===== config.mk =====
export PLATFORM = sky130hd
export DESIGN_NAME = multiplier_iterbaughwooleyctrl_flat
export DESIGN_NICKNAME = d
export VERILOG_FILES = /design/src/rtl/multiplier_iterbaughwooleyctrl_pkg.sv /design/src/rtl/multiplier_iterbaughwooleyctrl_if.sv /design/src/rtl/multiplier_iterbaughwooleyctrl_row.sv /design/src/rtl/multiplier_iterbaughwooleyctrl.sv /design/src/flat_wrapper.sv
export SDC_FILE = /design/constraint.sdc
export NUM_CORES = 1
export LEC_CHECK = 0
export BUFFER_PORTS_ARGS = -buffer_cell sky130_fd_sc_hd__buf_4
export CAP_MARGIN = 10
export CORE_MARGIN = 2
export CORE_UTILIZATION = 50
export DETAILED_ROUTE_END_ITERATION = 16
export GPL_TIMING_DRIVEN = 0
export PLACE_DENSITY = 0.74
export RECOVER_POWER = 50
export SLEW_MARGIN = 10
export SYNTH_ARGS = -nofsm -noshare
export SYNTH_HDL_FRONTEND = slang
export SYNTH_SLANG_ARGS = --single-unit
export TNS_END_PERCENT = 5

===== constraint.sdc =====
create_clock -name clk -period 11.66 [get_ports clk]
set_input_delay 1.166 -clock clk [delete_from_list [all_inputs] [get_ports clk]]
set_output_delay 1.166 -clock clk [all_outputs]
set_load 0.05 [all_outputs]

===== src/rtl/multiplier_iterbaughwooleyctrl_pkg.sv =====
// Shared definitions for the iterative Baugh-Wooley multiplier: FSM encoding,
// counter sizing and the constant that completes the Baugh-Wooley sum.
package multiplier_iterbaughwooleyctrl_pkg;

  typedef logic [1:0] state_t;

  localparam state_t ST_IDLE = 2'd0;
  localparam state_t ST_CALC = 2'd1;
  localparam state_t ST_DONE = 2'd2;

  // Row counter must index rows 0..w-1.
  function automatic int cnt_w(input int w);
    return (w < 2) ? 1 : $clog2(w);
  endfunction

  // Baugh-Wooley correction: +2^w and +2^(2w-1), taken mod 2^(2w) by the caller.
  function automatic logic [63:0] bw_corr(input int w);
    return (64'd1 << w) | (64'd1 << (2 * w - 1));
  endfunction

endpackage


===== src/rtl/multiplier_iterbaughwooleyctrl_if.sv =====
// Request/response handshake bundle for the iterative multiplier.
interface multiplier_iterbaughwooleyctrl_if #(
  parameter int WIDTH = 16
);
  logic                      req_val;
  logic                      req_rdy;
  logic signed [WIDTH-1:0]   req_a;
  logic signed [WIDTH-1:0]   req_b;
  logic                      resp_val;
  logic                      resp_rdy;
  logic signed [2*WIDTH-1:0] resp_prod;
  logic                      busy;

  modport master (
    output req_val, req_a, req_b, resp_rdy,
    input  req_rdy, resp_val, resp_prod, busy
  );

  modport slave (
    input  req_val, req_a, req_b, resp_rdy,
    output req_rdy, resp_val, resp_prod, busy
  );
endinterface


===== src/rtl/multiplier_iterbaughwooleyctrl_row.sv =====
// One Baugh-Wooley partial-product row added into the upper accumulator slice
// through a ripple chain of array cells.
module multiplier_iterbaughwooleyctrl_cell (
  input  logic a,
  input  logic b,
  input  logic inv,
  input  logic s_in,
  input  logic c_in,
  output logic s_out,
  output logic c_out
);
  logic pp;

  assign pp    = (a & b) ^ inv;
  assign s_out = pp ^ s_in ^ c_in;
  assign c_out = (pp & s_in) | (pp & c_in) | (s_in & c_in);
endmodule

module multiplier_iterbaughwooleyctrl_row #(
  parameter int WIDTH = 16
) (
  input  logic [WIDTH-1:0] a,
  input  logic             b_bit,
  input  logic             last,
  input  logic [WIDTH-1:0] acc_slice,
  output logic [WIDTH-1:0] sum,
  output logic             carry
);
  logic [WIDTH:0] c;

  assign c[0] = 1'b0;

  // Ordinary rows complement only the sign column; the last row complements
  // every column except the sign column.
  for (genvar j = 0; j < WIDTH; j++) begin : g_cell
    localparam logic IS_MSB = (j == WIDTH - 1);

    multiplier_iterbaughwooleyctrl_cell u_cell (
      .a     (a[j]),
      .b     (b_bit),
      .inv   (last ^ IS_MSB),
      .s_in  (acc_slice[j]),
      .c_in  (c[j]),
      .s_out (sum[j]),
      .c_out (c[j+1])
    );
  end

  assign carry = c[WIDTH];
endmodule


===== src/rtl/multiplier_iterbaughwooleyctrl.sv =====
// Iterative signed multiplier: one Baugh-Wooley row per cycle over a
// right-shifting 2*WIDTH accumulator, val/rdy on both sides.
module multiplier_iterbaughwooleyctrl
  import multiplier_iterbaughwooleyctrl_pkg::*;
#(
  parameter int WIDTH = 16
) (
  input logic                          clk,
  input logic                          reset,
  multiplier_iterbaughwooleyctrl_if.slave bus
);
  localparam int                  CW        = cnt_w(WIDTH);
  localparam logic [CW-1:0]       LAST_ROW  = CW'(WIDTH - 1);
  localparam logic [63:0]         CORR_FULL = bw_corr(WIDTH);
  localparam logic [2*WIDTH-1:0]  CORR      = CORR_FULL[2*WIDTH-1:0];

  state_t               state_q, state_d;
  logic [CW-1:0]        cnt_q, cnt_d;
  logic [WIDTH-1:0]     a_q, a_d;
  logic [WIDTH-1:0]     b_q, b_d;
  logic [2*WIDTH-1:0]   acc_q, acc_d;

  logic                 last_row;
  logic [WIDTH-1:0]     row_sum;
  logic                 row_carry;
  logic [2*WIDTH-1:0]   acc_shift;

  assign last_row = (cnt_q == LAST_ROW);

  multiplier_iterbaughwooleyctrl_row #(
    .WIDTH (WIDTH)
  ) u_row (
    .a         (a_q),
    .b_bit     (b_q[0]),
    .last      (last_row),
    .acc_slice (acc_q[2*WIDTH-1:WIDTH]),
    .sum       (row_sum),
    .carry     (row_carry)
  );

  // Row i lands on the upper half, then everything moves down one place, so
  // after WIDTH rows each row sits at weight 2^i with no bits lost.
  assign acc_shift = {row_carry, row_sum, acc_q[WIDTH-1:1]};

  always_comb begin
    state_d = state_q;
    cnt_d   = cnt_q;
    a_d     = a_q;
    b_d     = b_q;
    acc_d   = acc_q;
    case (state_q)
      ST_IDLE: begin
        if (bus.req_val) begin
          a_d     = bus.req_a;
          b_d     = bus.req_b;
          acc_d   = '0;
          cnt_d   = '0;
          state_d = ST_CALC;
        end
      end
      ST_CALC: begin
        b_d = b_q >> 1;
        if (last_row) begin
          acc_d   = acc_shift + CORR;
          cnt_d   = '0;
          state_d = ST_DONE;
        end else begin
          acc_d = acc_shift;
          cnt_d = cnt_q + 1'b1;
        end
      end
      ST_DONE: begin
        if (bus.resp_rdy) begin
          state_d = ST_IDLE;
        end
      end
      default: state_d = ST_IDLE;
    endcase
  end

  always_ff @(posedge clk) begin
    if (!reset) begin
      state_q <= ST_IDLE;
      cnt_q   <= '0;
      a_q     <= '0;
      b_q     <= '0;
      acc_q   <= '0;
    end else begin
      state_q <= state_d;
      cnt_q   <= cnt_d;
      a_q     <= a_d;
      b_q     <= b_d;
      acc_q   <= acc_d;
    end
  end

  assign bus.req_rdy   = (state_q == ST_IDLE);
  assign bus.resp_val  = (state_q == ST_DONE);
  assign bus.busy      = (state_q != ST_IDLE);
  assign bus.resp_prod = acc_q;
endmodule

===== src/flat_wrapper.sv =====
// flat-port wrapper written by rule: the top's interface ports become plain ports
module multiplier_iterbaughwooleyctrl_flat import multiplier_iterbaughwooleyctrl_pkg::*;
#(
  parameter int WIDTH = 16
)
  (clk, reset, bus_req_val, bus_req_a, bus_req_b, bus_resp_rdy, bus_req_rdy, bus_resp_val, bus_resp_prod, bus_busy);
  multiplier_iterbaughwooleyctrl_if #(.WIDTH(WIDTH)) bus_i ();
  input logic clk;
  input logic reset;
  input wire logic [$bits(bus_i.req_val)-1:0] bus_req_val;
  input wire logic [$bits(bus_i.req_a)-1:0] bus_req_a;
  input wire logic [$bits(bus_i.req_b)-1:0] bus_req_b;
  input wire logic [$bits(bus_i.resp_rdy)-1:0] bus_resp_rdy;
  output wire logic [$bits(bus_i.req_rdy)-1:0] bus_req_rdy;
  output wire logic [$bits(bus_i.resp_val)-1:0] bus_resp_val;
  output wire logic [$bits(bus_i.resp_prod)-1:0] bus_resp_prod;
  output wire logic [$bits(bus_i.busy)-1:0] bus_busy;
  assign bus_i.req_val = bus_req_val;
  assign bus_i.req_a = bus_req_a;
  assign bus_i.req_b = bus_req_b;
  assign bus_i.resp_rdy = bus_resp_rdy;
  assign bus_req_rdy = bus_i.req_rdy;
  assign bus_resp_val = bus_i.resp_val;
  assign bus_resp_prod = bus_i.resp_prod;
  assign bus_busy = bus_i.busy;
  multiplier_iterbaughwooleyctrl #(.WIDTH(WIDTH)) u_core (.clk(clk), .reset(reset), .bus(bus_i));
endmodule

==> results.ini <==
[timing]
finalMaxSlewViolations=0
finalSetupViolations=0
final_hold_viol_count=0
skew_ns=0.00733
slew-limit-headroom=0.604
rsz0062_at_grt=false
whs_ns=0.458
fin_crit_sh=0.749
period_needed_ns=8.73
tightest_slew_ns=0.597
max_freq_mhz=115
fin_setup_tns_ns=0

[worst_setup_path]
cp_common_cell=fa_1
required_ns=11.88
cpPeakStageDelay_ns=0.50
reg2reg_from=u_core.cnt_q[0]
crit_fanout=10
r2r_end=u_core.bus.resp_prod[31]
end_kind=flip-flop
worstSetupPathType=reg -> reg
critPathLaunchType=flip-flop
arrival_ns=8.95
cpMaxStageDelayCell=fa_1
critPathBufInv=2
critPathTopFamily=adder cells
reg2reg_depth=25
r2r_slack_ns=2.93

[clock_tree]
path_clk_slew_ns=0.07
cts_buffer_depth=2
post_cts_buffers=0
cts-root-buf=clkbuf_8
cts_sinks=70
htreeDepth=3
numCtsBuffers=9
cts_resized=0
clock_latency_ns=0.34
postCtsHoldBufs=0
cts_tree=yes

[global_routing]
gr-usage-met1=0.285
grt-busiest-layer=met2
track_usage=0.221
grt_pass1_vias=2880
grt_overflow=0
grt_start_max_net_pins=12
grtUsageMet2=0.368
antenna_found_initial=0
grt_pass1_wl_um=13300
grt_use_met3=0.0481

[floorplan]
core_area_mm2=0.00679
dieArea_mm2=0.00772
die_y_um=87.9
die_x_um=87.9
start_util=0.517
io_pins=71
row_count=30

[power]
cellPowerDensity_mw_per_mm2=116
power_leakage_nw=1.80
vdd_drop_max_v=0.000120

[yosys]
synth_area_leaders=dfxtp_1 (40%), nand2_1 (11%), fa_1 (8.5%)
synth.yosys.seq_area_share=0.399
synthMostInstantiatedCell=nand2_1
yosysWarningCount=0
yosys.area.top_type_share=0.399
yosysTopAreaCell=dfxtp_1
synth_edf_count=0
ys_types=38
synth_seq_cells=70
synth_cells=415
syn_area_mm2=0.00352
ys.flop_type=dfxtp_1
synth_common_cells=nand2_1 (99), dfxtp_1 (70), nor2_1 (44)
async_flop_share=0
syn-num-nets=469
synth_area_per_cell_um2=8.47

[finish]
nFillCells=608
regArea_mm2=0.00140
area_delta_synth_final_pct=22.9
stdcell_area_mm2=0.00432
stdcell_count=597
layout.nets=550
multi_input_area_mm2=0.00185
n_antenna_cell=0
drive_gt1_frac=0.224
final_util=0.636

[worst_hold_path]
hold_depth=2
hp-start=u_core.a_q[2]
hold_path_class=reg -> reg
hold_end=u_core.a_q[2]

[placed_design]
hpwl_um=6160
gp_congestion=0.878
placed_cells=581
io_buffers=70
place_area_mm2=0.00416

[routing]
vias=3018
drtAntennaViolNets=0
viasPerCell=5.06
drtIter0Drc=148
dr.pass1.iters=5
routedWlPerCell_um=13.2
routed_wl_um=7890
drc_errors=0

[flow_run]
drv_cap=0

[status]
status=completed

-- per-layer routing --
metal / wire [µm] / part of all wire
met2: 3820 / 0.48
met3: 380 / 0.048
met5: 0 / 0
met4: 116 / 0.015
met1: 3580 / 0.45
-- layout by cell type, fill, tap and decap left out, types with 3 or more instances in the layout --
cell / instances
nand2_1: 99
buf_4: 84
dfxtp_1: 70
nor2_1: 45
clkbuf_1: 23
xnor2_1: 22
a22oi_1: 20
a21oi_1: 19
a311oi_1: 15
fa_1: 15
o21ai_1: 10
clkbuf_8: 9
nand3_1: 8
xor2_1: 8
buf_2: 7
o21ai_0: 6
nand4_1: 4
nor2b_1: 3
and2_1: 3
inv_1: 3
and3_1: 3
ha_1: 3
-- where the power goes --
group	leakage (nW)	switching (W)	total [W]	internal [W]
registers	0.571	0.00000599	0.000255	0.000249
logic	1.14	0.0000372	0.0000621	0.0000249
clock network	0.0904	0.0000873	0.000186	0.0000983
-- final cells by class --
type / instances / area share
sequential: 70 / 0.324
tap: 96 / 0.0278
multi-input combinational: 300 / 0.429
inverter: 3 / 0.00261
timing repair buffer: 70 / 0.119
buffer: 42 / 0.0550
clock inverter: 4 / 0.0110
clock buffer: 12 / 0.0313
-- sequential cells by signal, summed over array words and instances, names as in the netlist --
signal	count
u_core.cnt_q	4
u_core.b_q	16
u_core.state_q	2
u_core.a_q	16
u_core.bus.resp_prod	32
-- worst max path at each step --
stage | startpoint | to | slack, ns | cells after the start
after global routing | u_core.cnt_q[0] | u_core.bus.resp_prod[31] | 2.55 | 25
after CTS | u_core.cnt_q[0] | u_core.bus.resp_prod[31] | 2.87 | 25
after global placement | u_core.cnt_q[0] | u_core.bus.resp_prod[31] | 3.01 | 25
final | u_core.cnt_q[0] | u_core.bus.resp_prod[31] | 2.93 | 25
after detailed placement | u_core.cnt_q[0] | u_core.bus.resp_prod[31] | 2.92 | 25
after floorplan | u_core.cnt_q[0] | u_core.bus.resp_prod[31] | 3.37 | 25
-- logic make-up after synthesis --
logic type | share of synthesized area
xor+xnor | 0.0747
mux | 0.00285
flops | 0.399
buf+inv | 0.0737
simple gates | 0.214
compound gates | 0.140
fa+ha+maj | 0.0961
-- per-stage QoR --
step / worst slack, ns / power (W)
3_5_place_dp: 2.92 / 0.000323
3_3_place_gp: 3.01 / 0.000321
6_report: 2.93 / 0.000502
4_1_cts: 2.87 / 0.000507
5_1_grt: 2.55 / 0.000523
2_1_floorplan: 3.37 / 0.000300
-- worst reg2reg max path, cell delays in order, from the launching register on --
cell and delay, ns:
dfxtp_1 0.38, ha_1 0.26, and3_4 0.23, buf_6 0.16
buf_2 0.29, xnor2_1 0.18, fa_1 0.47, fa_1 0.42
fa_1 0.43, fa_1 0.43, fa_1 0.43, fa_1 0.44
fa_1 0.43, fa_1 0.43, fa_1 0.45, fa_1 0.45
fa_1 0.43, fa_1 0.44, fa_1 0.43, fa_1 0.42
fa_1 0.50, nand2_1 0.10, nor2_1 0.04, a31oi_1 0.19
xnor2_1 0.14, o21ai_1 0.07
Power figures use the tool's default switching activity.
